**config.mk**
```make
export PLATFORM = sky130hd
export DESIGN_NAME = chip8_mem_arbiter
export DESIGN_NICKNAME = d
export VERILOG_FILES = /design/src/rtl/chip8_mem_arbiter.sv
export SDC_FILE = /design/constraint.sdc
export NUM_CORES = 1
export LEC_CHECK = 0
export BUFFER_PORTS_ARGS = -buffer_cell sky130_fd_sc_hd__buf_2
export CAP_MARGIN = 40
export CORE_ASPECT_RATIO = 1.75
export CORE_MARGIN = 3
export CORE_UTILIZATION = 40
export CTS_CLUSTER_SIZE = 25
export DETAILED_ROUTE_END_ITERATION = 6
export GPL_ROUTABILITY_DRIVEN = 0
export MAX_ROUTING_LAYER = met4
export PLACE_DENSITY = 0.76
export REMOVE_ABC_BUFFERS = 1
export SYNTH_ARGS = -nofsm -noshare
export SYNTH_HDL_FRONTEND = slang
export SYNTH_SLANG_ARGS = --single-unit
```
**constraint.sdc**
```tcl
create_clock -name clk -period 1.75 [get_ports clk]
set_clock_uncertainty 0.1 [all_clocks]
set_input_delay 0.525 -clock clk [delete_from_list [all_inputs] [get_ports clk]]
set_output_delay 0.525 -clock clk [all_outputs]
set_load 0.02 [all_outputs]
```
**src/rtl/chip8_mem_arbiter.sv**
```systemverilog
// chip8_mem_arbiter: two-port arbiter and incrementing-burst sequencer in
// front of the single-port CHIP-8 memory. Port A serves the CPU core, port B
// serves the sprite draw engine. Read data is returned one cycle after each
// issued address, qualified by a per-port valid strobe.
module chip8_mem_arbiter #(
  parameter int ADDR_W     = 12,
  parameter int DATA_W     = 8,
  parameter int LEN_W      = 4,
  parameter bit FIXED_PRIO = 1'b0
) (
  input  logic              clk,
  input  logic              rst,
  // Port A (CPU core)
  input  logic              req_a,
  input  logic              we_a,
  input  logic [ADDR_W-1:0] addr_a,
  input  logic [LEN_W-1:0]  len_a,
  input  logic [DATA_W-1:0] wdata_a,
  output logic              gnt_a,
  output logic              rvalid_a,
  output logic [DATA_W-1:0] rdata_a,
  // Port B (draw engine)
  input  logic              req_b,
  input  logic              we_b,
  input  logic [ADDR_W-1:0] addr_b,
  input  logic [LEN_W-1:0]  len_b,
  input  logic [DATA_W-1:0] wdata_b,
  output logic              gnt_b,
  output logic              rvalid_b,
  output logic [DATA_W-1:0] rdata_b,
  // Memory side
  output logic [ADDR_W-1:0] mem_addr,
  output logic              mem_we,
  output logic [DATA_W-1:0] mem_wdata,
  input  logic [DATA_W-1:0] mem_rdata,
  output logic              busy
);

  typedef enum logic {IDLE, ISSUE} state_e;
  typedef enum logic {PORT_A = 1'b0, PORT_B = 1'b1} port_e;

  localparam logic [ADDR_W-1:0] ADDR_ONE = ADDR_W'(1);
  localparam logic [LEN_W-1:0]  LEN_ONE  = LEN_W'(1);

  state_e              state_q;
  port_e               owner_q;     // port that owns the burst in flight
  port_e               last_q;      // port granted most recently (round-robin)
  logic                burst_we_q;  // burst in flight is a write
  logic [LEN_W-1:0]    beat_cnt_q;  // beats still to issue after the current one
  logic [ADDR_W-1:0]   mem_addr_q;
  logic                mem_we_q;
  logic [DATA_W-1:0]   mem_wdata_q;
  logic                gnt_a_q;
  logic                gnt_b_q;
  logic                rvalid_a_q;
  logic                rvalid_b_q;

  logic                elig_a;
  logic                elig_b;
  logic                arb_slot;
  logic                grant_d;
  port_e               sel_port_d;
  logic                sel_we_d;
  logic [ADDR_W-1:0]   sel_addr_d;
  logic [LEN_W-1:0]    sel_len_d;
  logic [DATA_W-1:0]   sel_wdata_d;
  logic                issuing_read;

  // Arbitration: pick a winner among eligible ports and mux its attributes.
  always_comb begin
    // NOTE: every signal assigned here gets a default first so no path leaves
    // it unassigned, which would otherwise infer a latch.
    sel_port_d  = PORT_A;
    elig_a      = req_a && !gnt_a_q;  // a port's req is ignored during its own gnt cycle
    elig_b      = req_b && !gnt_b_q;
    arb_slot    = (state_q == IDLE) || (beat_cnt_q == '0);
    grant_d     = arb_slot && (elig_a || elig_b);
    if (elig_a && elig_b) begin
      if (FIXED_PRIO) sel_port_d = PORT_A;
      else            sel_port_d = (last_q == PORT_A) ? PORT_B : PORT_A;
    end else if (elig_b) begin
      sel_port_d = PORT_B;
    end
    sel_we_d    = (sel_port_d == PORT_B) ? we_b    : we_a;
    sel_addr_d  = (sel_port_d == PORT_B) ? addr_b  : addr_a;
    sel_len_d   = (sel_port_d == PORT_B) ? len_b   : len_a;
    sel_wdata_d = (sel_port_d == PORT_B) ? wdata_b : wdata_a;
  end

  // A read beat is on the memory bus whenever a read burst is issuing.
  assign issuing_read = (state_q == ISSUE) && !burst_we_q;

  // Burst sequencer FSM with registered grant, valid and memory outputs.
  always_ff @(posedge clk) begin
    // NOTE: sequential state uses non-blocking assignments so every register
    // samples the pre-edge values, independent of statement order.
    if (rst) begin
      state_q     <= IDLE;
      owner_q     <= PORT_A;
      last_q      <= PORT_B;  // makes port A win the first tie
      burst_we_q  <= 1'b0;
      beat_cnt_q  <= '0;
      mem_addr_q  <= '0;
      mem_we_q    <= 1'b0;
      mem_wdata_q <= '0;
      gnt_a_q     <= 1'b0;
      gnt_b_q     <= 1'b0;
      rvalid_a_q  <= 1'b0;
      rvalid_b_q  <= 1'b0;
    end else begin
      gnt_a_q    <= 1'b0;
      gnt_b_q    <= 1'b0;
      // Memory returns data one cycle after the address; mirror that delay.
      rvalid_a_q <= issuing_read && (owner_q == PORT_A);
      rvalid_b_q <= issuing_read && (owner_q == PORT_B);

      if ((state_q == ISSUE) && (beat_cnt_q != '0)) begin
        // Mid-burst: next sequential address, wrapping at the top of memory.
        mem_addr_q <= mem_addr_q + ADDR_ONE;
        beat_cnt_q <= beat_cnt_q - LEN_ONE;
        mem_we_q   <= 1'b0;
      end else if (grant_d) begin
        // Idle or final beat with a pending request: start the next burst
        // immediately so back-to-back bursts have no bubble.
        state_q     <= ISSUE;
        owner_q     <= sel_port_d;
        last_q      <= sel_port_d;
        burst_we_q  <= sel_we_d;
        beat_cnt_q  <= sel_we_d ? '0 : sel_len_d;  // writes are always one beat
        mem_addr_q  <= sel_addr_d;
        mem_we_q    <= sel_we_d;
        mem_wdata_q <= sel_wdata_d;
        gnt_a_q     <= (sel_port_d == PORT_A);
        gnt_b_q     <= (sel_port_d == PORT_B);
      end else begin
        // Nothing to do: park, keeping the last address on the bus.
        state_q    <= IDLE;
        beat_cnt_q <= '0;
        mem_we_q   <= 1'b0;
      end
    end
  end

  assign gnt_a     = gnt_a_q;
  assign gnt_b     = gnt_b_q;
  assign rvalid_a  = rvalid_a_q;
  assign rvalid_b  = rvalid_b_q;
  assign rdata_a   = mem_rdata;
  assign rdata_b   = mem_rdata;
  assign mem_addr  = mem_addr_q;
  assign mem_we    = mem_we_q;
  assign mem_wdata = mem_wdata_q;
  assign busy      = (state_q == ISSUE);

endmodule

```
* After elaboration in Yosys (flattened, before gate mapping)
Cells that the tools add are included.
Storage, ports and cells: input bits 62, bits in latches 0, RAM bits 0, bits in read-only memories 0, logic and storage cells 50, output and inout port bits 42, flip-flop bits (word level) 33, memories kept 0
Cells by class: shift-type cells 0, $add $sub $neg 2, multipliers 0, magnitude comparators 0, bitwise gates (word level) 5, equality and inequality tests 0, reductions and logical operators 18, div/mod/pow operators 0, muxes and demuxes 13
Operator list (number):
- two-way mux 12 bit | 3
- two-way mux 4 bit | 4
- adder 12 x 1 -> 12 bit (second input constant) | 1
- logical AND 1 bit | 8
- two-way mux 8 bit | 1
- two-way mux 1 bit | 5
- NOT 1 bit | 5
- logical NOT 4 bit | 1
- nonzero test 4 bit | 1
- subtractor 4 x 1 -> 4 bit (second input constant) | 1
- logical NOT 1 bit | 3
- OR reduction 3 bit | 1
- logical OR 1 bit | 2
- AND reduction 2 bit | 1
- nonzero test 2 bit | 1

* Depth between registers and ports, before layout
Gate-level depths: netlist of the first run.
word-level depth 8, mapped depth 8, gate-level depth less buffers 7

* Worst setup path before layout of the first run
OpenSTA, ideal clock, no wires.
kind input port to flip-flop, start point in req_a, end point reg mem_addr_q[4], in the netlist mem_addr[4], cell stages on the path 6, data required time 1522 ps, buffers on the path 1, data arrival time 1577 ps, library setup time 128 ps, path slack -55 ps, path through nor2b_4 > a21o_1 > buf_6 > mux2_1 > a221oi_1 > nor2_1
Between the ends: cells in the longest elaborated chain, start to end 6, elaborated cells between the ends (all ways) 9, those cells by class mux (4); reduce/logical (5)
Ends and longest elaborated chain:
- start, declared | RTL line 14 | input logic req_a,
- logical AND 1 bit (*) | RTL line 74 | elig_a = req_a && !gnt_a_q;
- logical AND 1 bit | RTL line 78 | if (elig_a && elig_b) begin
- two-way mux 1 bit | RTL line 78
- two-way mux 12 bit | RTL line 85 | sel_addr_d = (sel_port_d == PORT_B) ? addr_b : addr_a;
- two-way mux 12 bit | RTL line 122 | end else if (grant_d) begin
- two-way mux 12 bit | RTL line 117 | if ((state_q == ISSUE) && (beat_cnt_q != '0)) begin
- end signal, assigned | RTL line 119 | mem_addr_q <= mem_addr_q + ADDR_ONE;
- end signal, assigned | RTL line 130 | mem_addr_q <= sel_addr_d;
- end, declared | RTL line 50 | logic [ADDR_W-1:0] mem_addr_q;
Every way passes the cells marked *; elsewhere a longest branch is shown, timed or not. The select of a mux whose other input is x is not followed. A chain may end at the register's enable or synchronous reset.

* Final worst setup path of the first run
start point reg beat_cnt_q[1], end point reg mem_addr_q[10], in the netlist mem_addr[10]
Between the ends: cells in the longest elaborated chain, start to end 4, elaborated cells between the ends (all ways) 7, those cells by class mux (1); reduce/logical (6)
Ends and longest elaborated chain:
- start, declared | RTL line 49 | logic [LEN_W-1:0] beat_cnt_q;
- start signal, assigned | RTL line 120 | beat_cnt_q <= beat_cnt_q - LEN_ONE;
- start signal, assigned | RTL line 129 | beat_cnt_q <= sel_we_d ? '0 : sel_len_d;
- logical NOT 4 bit | RTL line 76 | arb_slot = (state_q == IDLE) || (beat_cnt_q == '0);
- logical OR 1 bit | RTL line 76
- logical AND 1 bit | RTL line 77 | grant_d = arb_slot && (elig_a || elig_b);
- nonzero test 2 bit (no source line)
Several ways; a longest one is shown, not always the timed one.

==> reports/summary.md, run 1 <==
- **worst hold slack across all endpoints** 382.2 ps
- **combined global-route utilization of all metal layers** 0.2101
- **#FFs+latches synth** 33
- **overall overflow remaining after global route** 0
- **Setup Total Neg Slack** -20.07 ps
- **storage element area** 663.1 µm²
- **share of async-settable or async-resettable flops after synthesis** 0
- **count of endpoints failing setup in the final report** 1
- **Routed Wire Length** 5599 µm
- **number of design-rule violations left by the first detailed-router iteration** 36
- **final core utilization** 0.6027
- **worst reg-to-reg path cell count** 7
- **number of enable-type register cells in the synthesized netlist** 0
- **fin. max-slew vios** 0
- **y dimension of the die** 97.16 µm
- **cell at the root of the clock tree** sky130_fd_sc_hd__clkbuf_8
- **worst-case clock buffer depth** 2
- **number of clock sinks seen by CTS** 33
- **net count reported at finish** 376
- **effective utilization at floorplan** 0.4235
- **dominant cell type by area after synthesis** sky130_fd_sc_hd__dfxtp_1
- **total number of vias** 1967
- **Worst Hold Class** reg2reg
- **first-pass iteration count of the detailed router** 5
- **via count of the first global-routing pass** 1947
- **synth warn** 0
- **type of the worst setup path** reg2reg
- **pre-CTS setup slack** -251.0 ps
- **Worst Tran Pin Value** 363.2 ps
- **count of cell types in the netlist** 51
- **Worst-path clk slew** 80 ps
- **placed cell area** 0.002402 mm²
- **total CTS buffers** 5
- **DIE AREA** 0.005644 mm²
- **Layout fillers** 408
- **leading cell type in the layout, fill and taps excluded** sky130_fd_sc_hd__buf_2
- **DRC violations left** 0
- **horizontal die dimension** 58.09 µm
- **standby leakage power** 1.279 nW
- **ratio of final minimum period to clock period** 1.011
- **post-synthesis area per instance** 8.793 µm²
- **number of top-level pins** 104
- **unrepaired setup endpoints after global routing** true
- **Worst-Skew Late Latency** 290 ps
- **# Max-Cap Violations** 0
- **maximum net fanout on the critical path** 5
- **Synth Flop Type** sky130_fd_sc_hd__dfxtp_1
- **cell count of the worst hold path** 1
- **Ant. Diodes** 0
- **vias per cell** 5.404
- **fraction of post-synthesis cell area in the top cell type by area** 0.3478
- **crit path time final** 1770 ps
- **Max H-tree Level** 2
- **maximum clock frequency** 0.5649 GHz
- **post-synthesis instance area** 0.001899 mm²
- **hold bufs inserted after CTS** 0
- **CTS tree** built
- **data required time of the critical path** 1850 ps
- **Worst EP arrival** 1870 ps
- **IO buf count** 79
- **wire length of the first global-routing pass** 9052 µm
- **Synth area leaders** sky130_fd_sc_hd__dfxtp_1 35%, sky130_fd_sc_hd__buf_4 7.5%, sky130_fd_sc_hd__nand2_1 5.3%
- **multi-input logic area** 0.001102 mm²
- **Detail Placement HPWL** 4314 µm
- **Non-Filler Cell Area, Final** 0.002703 mm²
- **largest voltage drop on the vdd net** 0.7223 mV
- **Core Area** 0.004484 mm²
- **number of flip-flops under the largest register name** 12
- **startpoint kind of the worst setup timing path** register
- **number of antenna violations at the first check in global routing** 0
- **fraction of final layout cells sized beyond drive strength 1** 0.5112
- **largest net degree at the start of global routing** 18
- **worst-case setup margin in the final layout** -20.07 ps
- **Worst setup EP type** register
- **Cell Pwr Density** 1127 mW/mm²
- **placement row count** 32
- **WL/cell** 15.38 µm
- **violations in the final reports** negative setup slack
- **run status** finished with violations
- **number of instances in the synthesized netlist** 216
- **Final Hold Violating Endpoints** 0
- **Area growth syn-to-layout** 42.29%
- **worst slew margin relative to its limit** 0.7568
- **most used cells in the layout excluding fill and tap cells** 79 x sky130_fd_sc_hd__buf_2, 31 x sky130_fd_sc_hd__dfxtp_1, 28 x sky130_fd_sc_hd__buf_4
- **Final ANT Viol Nets** 0
- **register area share after synthesis** 0.3478
-- synthesized netlist by cell type, types with 4 or more instances --
library cell	number
sky130_fd_sc_hd__dfxtp_1	33
sky130_fd_sc_hd__nand2_1	27
sky130_fd_sc_hd__buf_4	19
sky130_fd_sc_hd__nor2_1	18
sky130_fd_sc_hd__a311oi_1	10
sky130_fd_sc_hd__inv_1	7
sky130_fd_sc_hd__mux2i_1	7
sky130_fd_sc_hd__nor3_1	7
sky130_fd_sc_hd__a21oi_1	6
sky130_fd_sc_hd__o21ai_0	6
sky130_fd_sc_hd__a211oi_1	5
sky130_fd_sc_hd__clkbuf_1	4
sky130_fd_sc_hd__o22ai_1	4
sky130_fd_sc_hd__or3_1	4
-- worst max-delay path: stages, from the launching register on --
cell,delay (ps)
sky130_fd_sc_hd__dfxtp_2,330
sky130_fd_sc_hd__inv_2,40
sky130_fd_sc_hd__ha_4,150
sky130_fd_sc_hd__nor3b_4,170
sky130_fd_sc_hd__nand2b_4,180
sky130_fd_sc_hd__nor3_4,250
sky130_fd_sc_hd__a211oi_1,130
sky130_fd_sc_hd__a2111oi_2,330
-- metrics by stage --
stage | cells | total power [mW]
after CTS | 360 | 2.936
final | 364 | 3.045
after global routing | 364 | 3.222
after floorplan | 188 | 1.634
after detailed placement | 349 | 2.114
after global placement | 349 | 2.085
-- area by class of cell --
| cell class | count | area share |
|---|---|---|
| Inverter | 7 | 0.009722 |
| Multi-Input combinational cell | 148 | 0.4079 |
| Tap cell | 51 | 0.02361 |
| Clock inverter | 2 | 0.01389 |
| Clock buffer | 6 | 0.03056 |
| Sequential cell | 33 | 0.2454 |
| Timing Repair Buffer | 117 | 0.2690 |
-- cell families (layout without fill, tap and decap cells) --
logic type,after synthesis,in the layout,synth area share
AND/OR/NAND/NOR,79,79,0.2332
AO/OA/AOI/OAI,53,53,0.2115
buffers and inverters,35,132,0.1199
flip-flops,33,33,0.3478
multiplexers,11,11,0.06061
XOR/XNOR,3,3,0.01384
adder cells (fa/ha/maj),2,2,0.01317
-- layer usage --
| metal | share of wire | track usage | vias to the layer above |
|---|---|---|---|
| met1 | 0.35 | 0.2057 | 910 |
| met5 | 0 | - | - |
| met4 | 0.017 | 0.07679 | 0 |
| li1 | - | - | 961 |
| met2 | 0.55 | 0.3711 | 86 |
| met3 | 0.083 | 0.07048 | 10 |
-- power breakdown --
group | switching (mW) | leakage (nW) | internal, mW
Sequential | 0.120 | 0.274 | 0.885
Combinational | 0.650 | 0.947 | 0.626
Clock | 0.301 | 0.0574 | 0.463
Total | 1.07 | 1.28 | 1.97
-- path summary, 6_finish.rpt --
kind / startpoint / to / slack [ps]
worst min-delay path: burst_we_q / rvalid_b / 380
worst max-delay path: beat_cnt_q[1] / mem_addr[10] / -20
worst max register to register: beat_cnt_q[1] / mem_addr[10] / -20
worst min register to register: burst_we_q / rvalid_b / 380
-- timing repair --
| action | in CTS | in global routing |
|---|---|---|
| gates resized for setup | 11 | 23 |
| setup buffers | 3 | 4 |
| endpoints found under the hold margin | 0 | 0 |
| pin swaps | 9 | 10 |
| endpoints found under the setup margin | 16 | 27 |
Note: power is estimated with default switching activity, not from simulation.
==> run 2: changes to the inputs <==
--- a/config.mk
+++ b/config.mk
@@ -5,11 +5,12 @@
 export SDC_FILE = /design/constraint.sdc
 export NUM_CORES = 1
 export LEC_CHECK = 0
+export ABC_AREA = 1
 export BUFFER_PORTS_ARGS = -buffer_cell sky130_fd_sc_hd__buf_2
 export CAP_MARGIN = 40
 export CORE_ASPECT_RATIO = 1.75
 export CORE_MARGIN = 3
-export CORE_UTILIZATION = 40
+export CORE_UTILIZATION = 41
 export CTS_CLUSTER_SIZE = 25
 export DETAILED_ROUTE_END_ITERATION = 6
 export GPL_ROUTABILITY_DRIVEN = 0
==> reports/summary.md, run 2 <==
- **effective utilization at floorplan** 0.4332
- **IO buf count** 79
- **fraction of final layout cells sized beyond drive strength 1** 0.3032
- **Worst-Skew Late Latency** 290 ps
- **synth cell count leaders** 62 x sky130_fd_sc_hd__nand2_1, 37 x sky130_fd_sc_hd__nand3_1, 33 x sky130_fd_sc_hd__dfxtp_1
- **count of buffer and inverter cells on the critical path** 4
- **number of clock sinks seen by CTS** 33
- **delay of the slowest critical-path stage** 300 ps
- **# Max-Cap Violations** 0
- **register area share after synthesis** 0.3212
- **maximum net fanout on the critical path** 16
- **type of the worst setup path** reg2reg
- **largest net degree at the start of global routing** 17
- **Detail Placement HPWL** 4582 µm
- **library cell with the highest instance count after synthesis** sky130_fd_sc_hd__nand2_1
- **Layout fillers** 503
- **largest voltage drop on the vdd net** 0.6012 mV
- **launch point of the critical path** beat_cnt_q[0]
- **DIE AREA** 0.005937 mm²
- **standby leakage power** 1.286 nW
- **number of flip-flops under the largest register name** 12
- **number of enable-type register cells in the synthesized netlist** 0
- **number of antenna violations at the first check in global routing** 0
- **wire length of the first global-routing pass** 9494 µm
- **combined global-route utilization of all metal layers** 0.2129
- **category of cells accounting for the largest share of critical-path delay** simple AND/OR/NAND/NOR gates
- **worst-case clock buffer depth** 2
- **Routed Wire Length** 5895 µm
- **net count reported at finish** 439
- **total CTS buffers** 5
- **synth warn** 0
- **placement row count** 33
- **Min-Delay Startpoint** burst_we_q
- **Final ANT Viol Nets** 0
- **overall overflow remaining after global route** 0
- **maximum clock frequency** 0.6121 GHz
- **via count of the first global-routing pass** 2166
- **hold bufs inserted after CTS** 0
- **horizontal die dimension** 59.55 µm
- **total number of vias** 2254
- **Worst setup EP type** register
- **share of async-settable or async-resettable flops after synthesis** 0
- **WL/cell** 13.77 µm
- **run status** complete, no violations
- **Worst-path clk slew** 70 ps
- **startpoint kind of the worst setup timing path** register
- **cell at the root of the clock tree** sky130_fd_sc_hd__clkbuf_8
- **fraction of post-synthesis cell area in the top cell type by area** 0.3212
- **count of cell types in the netlist** 28
- **y dimension of the die** 99.70 µm
- **flop2flop setup slack** 120 ps
- **leading cell type in the layout, fill and taps excluded** sky130_fd_sc_hd__buf_2
- **most used cells in the layout excluding fill and tap cells** 79 x sky130_fd_sc_hd__buf_2, 61 x sky130_fd_sc_hd__nand2_1, 37 x sky130_fd_sc_hd__nand3_1
- **ratio of final minimum period to clock period** 0.9336
- **data required time of the critical path** 1850 ps
- **post-CTS setup buffer count** 0
- **Synth Flop Type** sky130_fd_sc_hd__dfxtp_1
- **number of top-level pins** 104
- **CTS tree** built
- **source of the worst register-to-register timing path** beat_cnt_q[0]
- **fin. max-slew vios** 0
- **number of instances in the synthesized netlist** 305
- **CP max-delay cell** sky130_fd_sc_hd__dfxtp_1
- **Max H-tree Level** 2
- **DRC violations left** 0
- **dominant cell type by area after synthesis** sky130_fd_sc_hd__dfxtp_1
- **Worst Hold Class** reg2reg
- **Ant. Diodes** 0
- **Core Area** 0.004748 mm²
- **Worst Tran Pin Value** 317.0 ps
- **Area growth syn-to-layout** 21.53%
- **Cell Pwr Density** 1009 mW/mm²
- **Synth area leaders** sky130_fd_sc_hd__dfxtp_1 32%, sky130_fd_sc_hd__nand2_1 11%, sky130_fd_sc_hd__nand3_1 9.0%
- **CP cell instances** inv_1 > ha_1 > nand3_1 > nand2_2 > buf_12 > nand2_4 > o21ai_0 > inv_1 > nand2_1 > inv_1
- **Final Hold Violating Endpoints** 0
- **count of endpoints failing setup in the final report** 0
- **Design Power** 2.521 mW
- **worst slew margin relative to its limit** 0.7879
- **Setup Total Neg Slack** 0 ps
- **vias per cell** 5.266
- **number of design-rule violations left by the first detailed-router iteration** 66
- **most used cell along the critical path** sky130_fd_sc_hd__inv_1
- **post-synthesis area per instance** 6.744 µm²
- **Worst EP arrival** 1740 ps
- **crit path time final** 1634 ps
- **first-pass iteration count of the detailed router** 4
- **unrepaired setup endpoints after global routing** false
- **post-synthesis instance area** 0.002057 mm²
- **#FFs+latches synth** 33
==> run 2: final timing paths <==
| check | endpoint | depth (start not counted) |
|---|---|---|
| worst max-delay path | mem_addr[6] | 10 |
| worst max register to register | mem_addr[6] | 10 |
| worst min-delay path | rvalid_a | 1 |
| worst min register to register | rvalid_a | 1 |
==> run 2: layout make-up <==
cell class	instances	area, µm²	area share
clock inverters	2	10.01	0.004004
repair buffers	92	505.5	0.2022
flip-flops and latches	33	660.6	0.2643
well taps	52	65.06	0.02603
inverters	37	141.4	0.05656
multi-input cells	206	1045	0.4179
clock buffers	6	72.57	0.02903
==> run 2: routing by layer <==
metal / up-vias / track usage / part of all wire
met5: - / - / 0
met4: 0 / 0.1041 / 0.029
met3: 13 / 0.07273 / 0.10
met2: 103 / 0.3446 / 0.52
met1: 1026 / 0.2252 / 0.36
li1: 1112 / - / -
==> run 2: worst reg2reg max path: stages (launching register included) <==
cell and delay (ps):
sky130_fd_sc_hd__dfxtp_1 300, sky130_fd_sc_hd__inv_1 80, sky130_fd_sc_hd__ha_1 210, sky130_fd_sc_hd__nand3_1 110, sky130_fd_sc_hd__nand2_2 140, sky130_fd_sc_hd__buf_12 160
sky130_fd_sc_hd__nand2_4 120, sky130_fd_sc_hd__o21ai_0 170, sky130_fd_sc_hd__inv_1 60, sky130_fd_sc_hd__nand2_1 60, sky130_fd_sc_hd__inv_1 30
==> run 2: what timing repair did <==
action / CTS / global route
resized for setup: 0 / 4
hold endpoints to repair: 0 / 0
endpoints found under the setup margin: 0 / 13
==> run 2: stage by stage <==
step	instance area [µm²]	utilization	hold slack [ps]	setup WS (ps)	std cells
6_report	2500	0.5265	360.9	116.2	428
5_1_grt	2500	0.5265	372.0	31.70	428
4_1_cts	2495	0.5254	353.5	27.63	428
3_5_place_dp	2412	0.5080	338.4	47.72	420
3_3_place_gp	2412	0.5080	328.2	65.38	420
2_1_floorplan	1842	-	312.7	-84.30	276
==> run 2: power by group <==
group	internal [mW]	total, mW	switching (mW)	leakage (nW)
clock	0.276	0.573	0.298	0.0450
combinational	0.372	0.965	0.593	0.968
sequential	0.876	0.984	0.107	0.274
==> run 2: cell families after synthesis <==
family,share of synthesized area
AOI/OAI and AO/OA,0.1460
buffers and inverters,0.1721
DFF,0.3212
and+or+nand+nor,0.3315
adders and majority gates,0.01216
xor gates and xnor gates,0.01703
==> run 3: changes to the inputs <==
--- a/config.mk
+++ b/config.mk
@@ -16,6 +16,7 @@
 export GPL_ROUTABILITY_DRIVEN = 0
 export MAX_ROUTING_LAYER = met4
 export PLACE_DENSITY = 0.76
+export RECOVER_POWER = 100
 export REMOVE_ABC_BUFFERS = 1
 export SYNTH_ARGS = -nofsm -noshare
 export SYNTH_HDL_FRONTEND = slang
==> reports/summary.md, run 3 (synthesized netlist as in run 2, its figures left out) <==
- **leading cell type in the layout, fill and taps excluded** sky130_fd_sc_hd__nand2_1
- **Worst Hold Class** reg2reg
- **Layout fillers** 515
- **fraction of met2 tracks used by global routing** 0.3446
- **horizontal die dimension** 59.55 µm
- **Min-Delay Startpoint** burst_we_q
- **Core Area** 0.004748 mm²
- **net count reported at finish** 439
- **Final ANT Viol Nets** 0
- **non-filler instance count after layout** 428
- **worst slew margin relative to its limit** 0.7432
- **crit path time final** 1656 ps
- **data required time of the critical path** 1120 ps
- **combined global-route utilization of all metal layers** 0.2129
- **cell at the root of the clock tree** sky130_fd_sc_hd__clkbuf_8
- **met3 routing resource usage after global routing** 0.07273
- **unrepaired setup endpoints after global routing** false
- **Ant. Diodes** 0
- **type of the worst setup path** reg2out
- **hold bufs inserted after CTS** 0
- **largest voltage drop on the vdd net** 0.5948 mV
- **worst-case clock buffer depth** 2
- **most used cells in the layout excluding fill and tap cells** 62 x sky130_fd_sc_hd__nand2_1, 53 x sky130_fd_sc_hd__buf_2, 37 x sky130_fd_sc_hd__nand3_1
- **effective utilization at floorplan** 0.4332
- **startpoint kind of the worst setup timing path** register
- **DIE AREA** 0.005937 mm²
- **wire length of the first global-routing pass** 9494 µm
- **WL/cell** 13.76 µm
- **Detail Placement HPWL** 4582 µm
- **fraction of final layout cells sized beyond drive strength 1** 0.2287
- **met1 Resource Use GR** 0.2252
- **via count of the first global-routing pass** 2166
- **Worst Tran Pin Value** 385.2 ps
- **worst hold slack across all endpoints** 360.8 ps
- **busiest layer in global routing** met2
- **Area growth syn-to-layout** 19.53%
- **number of antenna violations at the first check in global routing** 0
- **fin. max-slew vios** 0
- **y dimension of the die** 99.70 µm
- **ratio of final minimum period to clock period** 0.9462
- **number of flip-flops under the largest register name** 12
- **placement row count** 33
- **vias per cell** 5.269
- **cell total after placement** 420
- **run status** complete, no violations
- **IO buf count** 79
- **overall overflow remaining after global route** 0
- **maximum clock frequency** 0.6039 GHz
- **Final Hold Violating Endpoints** 0
- **total number of vias** 2255
- **DRC violations left** 0
- **total CTS buffers** 5
- **CTS tree** built
- **Routed Wire Length** 5890 µm
- **Worst setup EP type** output pin
- **Cell Pwr Density** 1014 mW/mm²
- **Setup Total Neg Slack** 0 ps
- **standby leakage power** 1.186 nW
- **Worst-path clk slew** 70 ps
- **number of clock sinks seen by CTS** 33
- **first-pass iteration count of the detailed router** 4
- **number of top-level pins** 104
- **Max H-tree Level** 2
- **source of the worst register-to-register timing path** beat_cnt_q[0]
- **Worst EP arrival** 1030 ps
- **Worst-Skew Late Latency** 290 ps
- **# Max-Cap Violations** 0
- **maximum net fanout on the critical path** 5
- **largest net degree at the start of global routing** 17
- **launch point of the critical path** mem_addr[0]
- **final core utilization** 0.5178
- **Design Power** 2.493 mW
- **count of endpoints failing setup in the final report** 0
- **number of design-rule violations left by the first detailed-router iteration** 62
## run 3: area by class of cell
class / count / area [µm²] / share of cell area
multi-input combinational: 206 / 1042 / 0.4239
sequential: 33 / 660.6 / 0.2687
timing repair buffer: 92 / 466.7 / 0.1898
inverter: 37 / 141.4 / 0.05751
clock buffer: 6 / 72.57 / 0.02952
tap: 52 / 65.06 / 0.02646
clock inverter: 2 / 10.01 / 0.004071
## run 3: power breakdown
group | leakage (nW) | total, mW | internal [mW] | switching (mW)
logic | 0.867 | 0.933 | 0.340 | 0.592
registers | 0.274 | 0.988 | 0.877 | 0.111
clock network | 0.0450 | 0.572 | 0.276 | 0.297
total | 1.19 | 2.49 | 1.49 | 1.00
## run 3: metrics by stage
step                cell area [µm²]  setup WS (ps)
floorplan                      1842         -84.30
global placement               2412          65.38
detailed placement             2412          47.72
CTS                            2495          27.63
global route                   2459          23.05
finish                         2459          94.18
## run 3: worst paths after layout
| kind | slack [ps] | to | depth (start not counted) |
|---|---|---|---|
| setup / recovery | 90 | mem_addr[0] | 2 |
| hold / removal | 360 | rvalid_a | 1 |
| setup reg to reg | 120 | mem_addr[6] | 10 |
| hold reg to reg | 360 | rvalid_a | 1 |
## run 3: routing by layer
layer	wire, µm	vias to the layer above	part of all wire
met2	3003	111	0.51
met5	0	-	0
met1	2104	1018	0.36
li1	-	1111	-
met3	579	15	0.098
met4	204	0	0.035
## run 3: repair_timing
item,4_1_cts,5_1_grt
setup endpoints to repair,0,13
buffers inserted,0,0
gates resized for setup,0,4
## run 3: critical path, stage by stage, from the launching register on
cell and delay (ps):
sky130_fd_sc_hd__dfxtp_1 350, sky130_fd_sc_hd__buf_4 140, sky130_fd_sc_hd__clkbuf_1 250
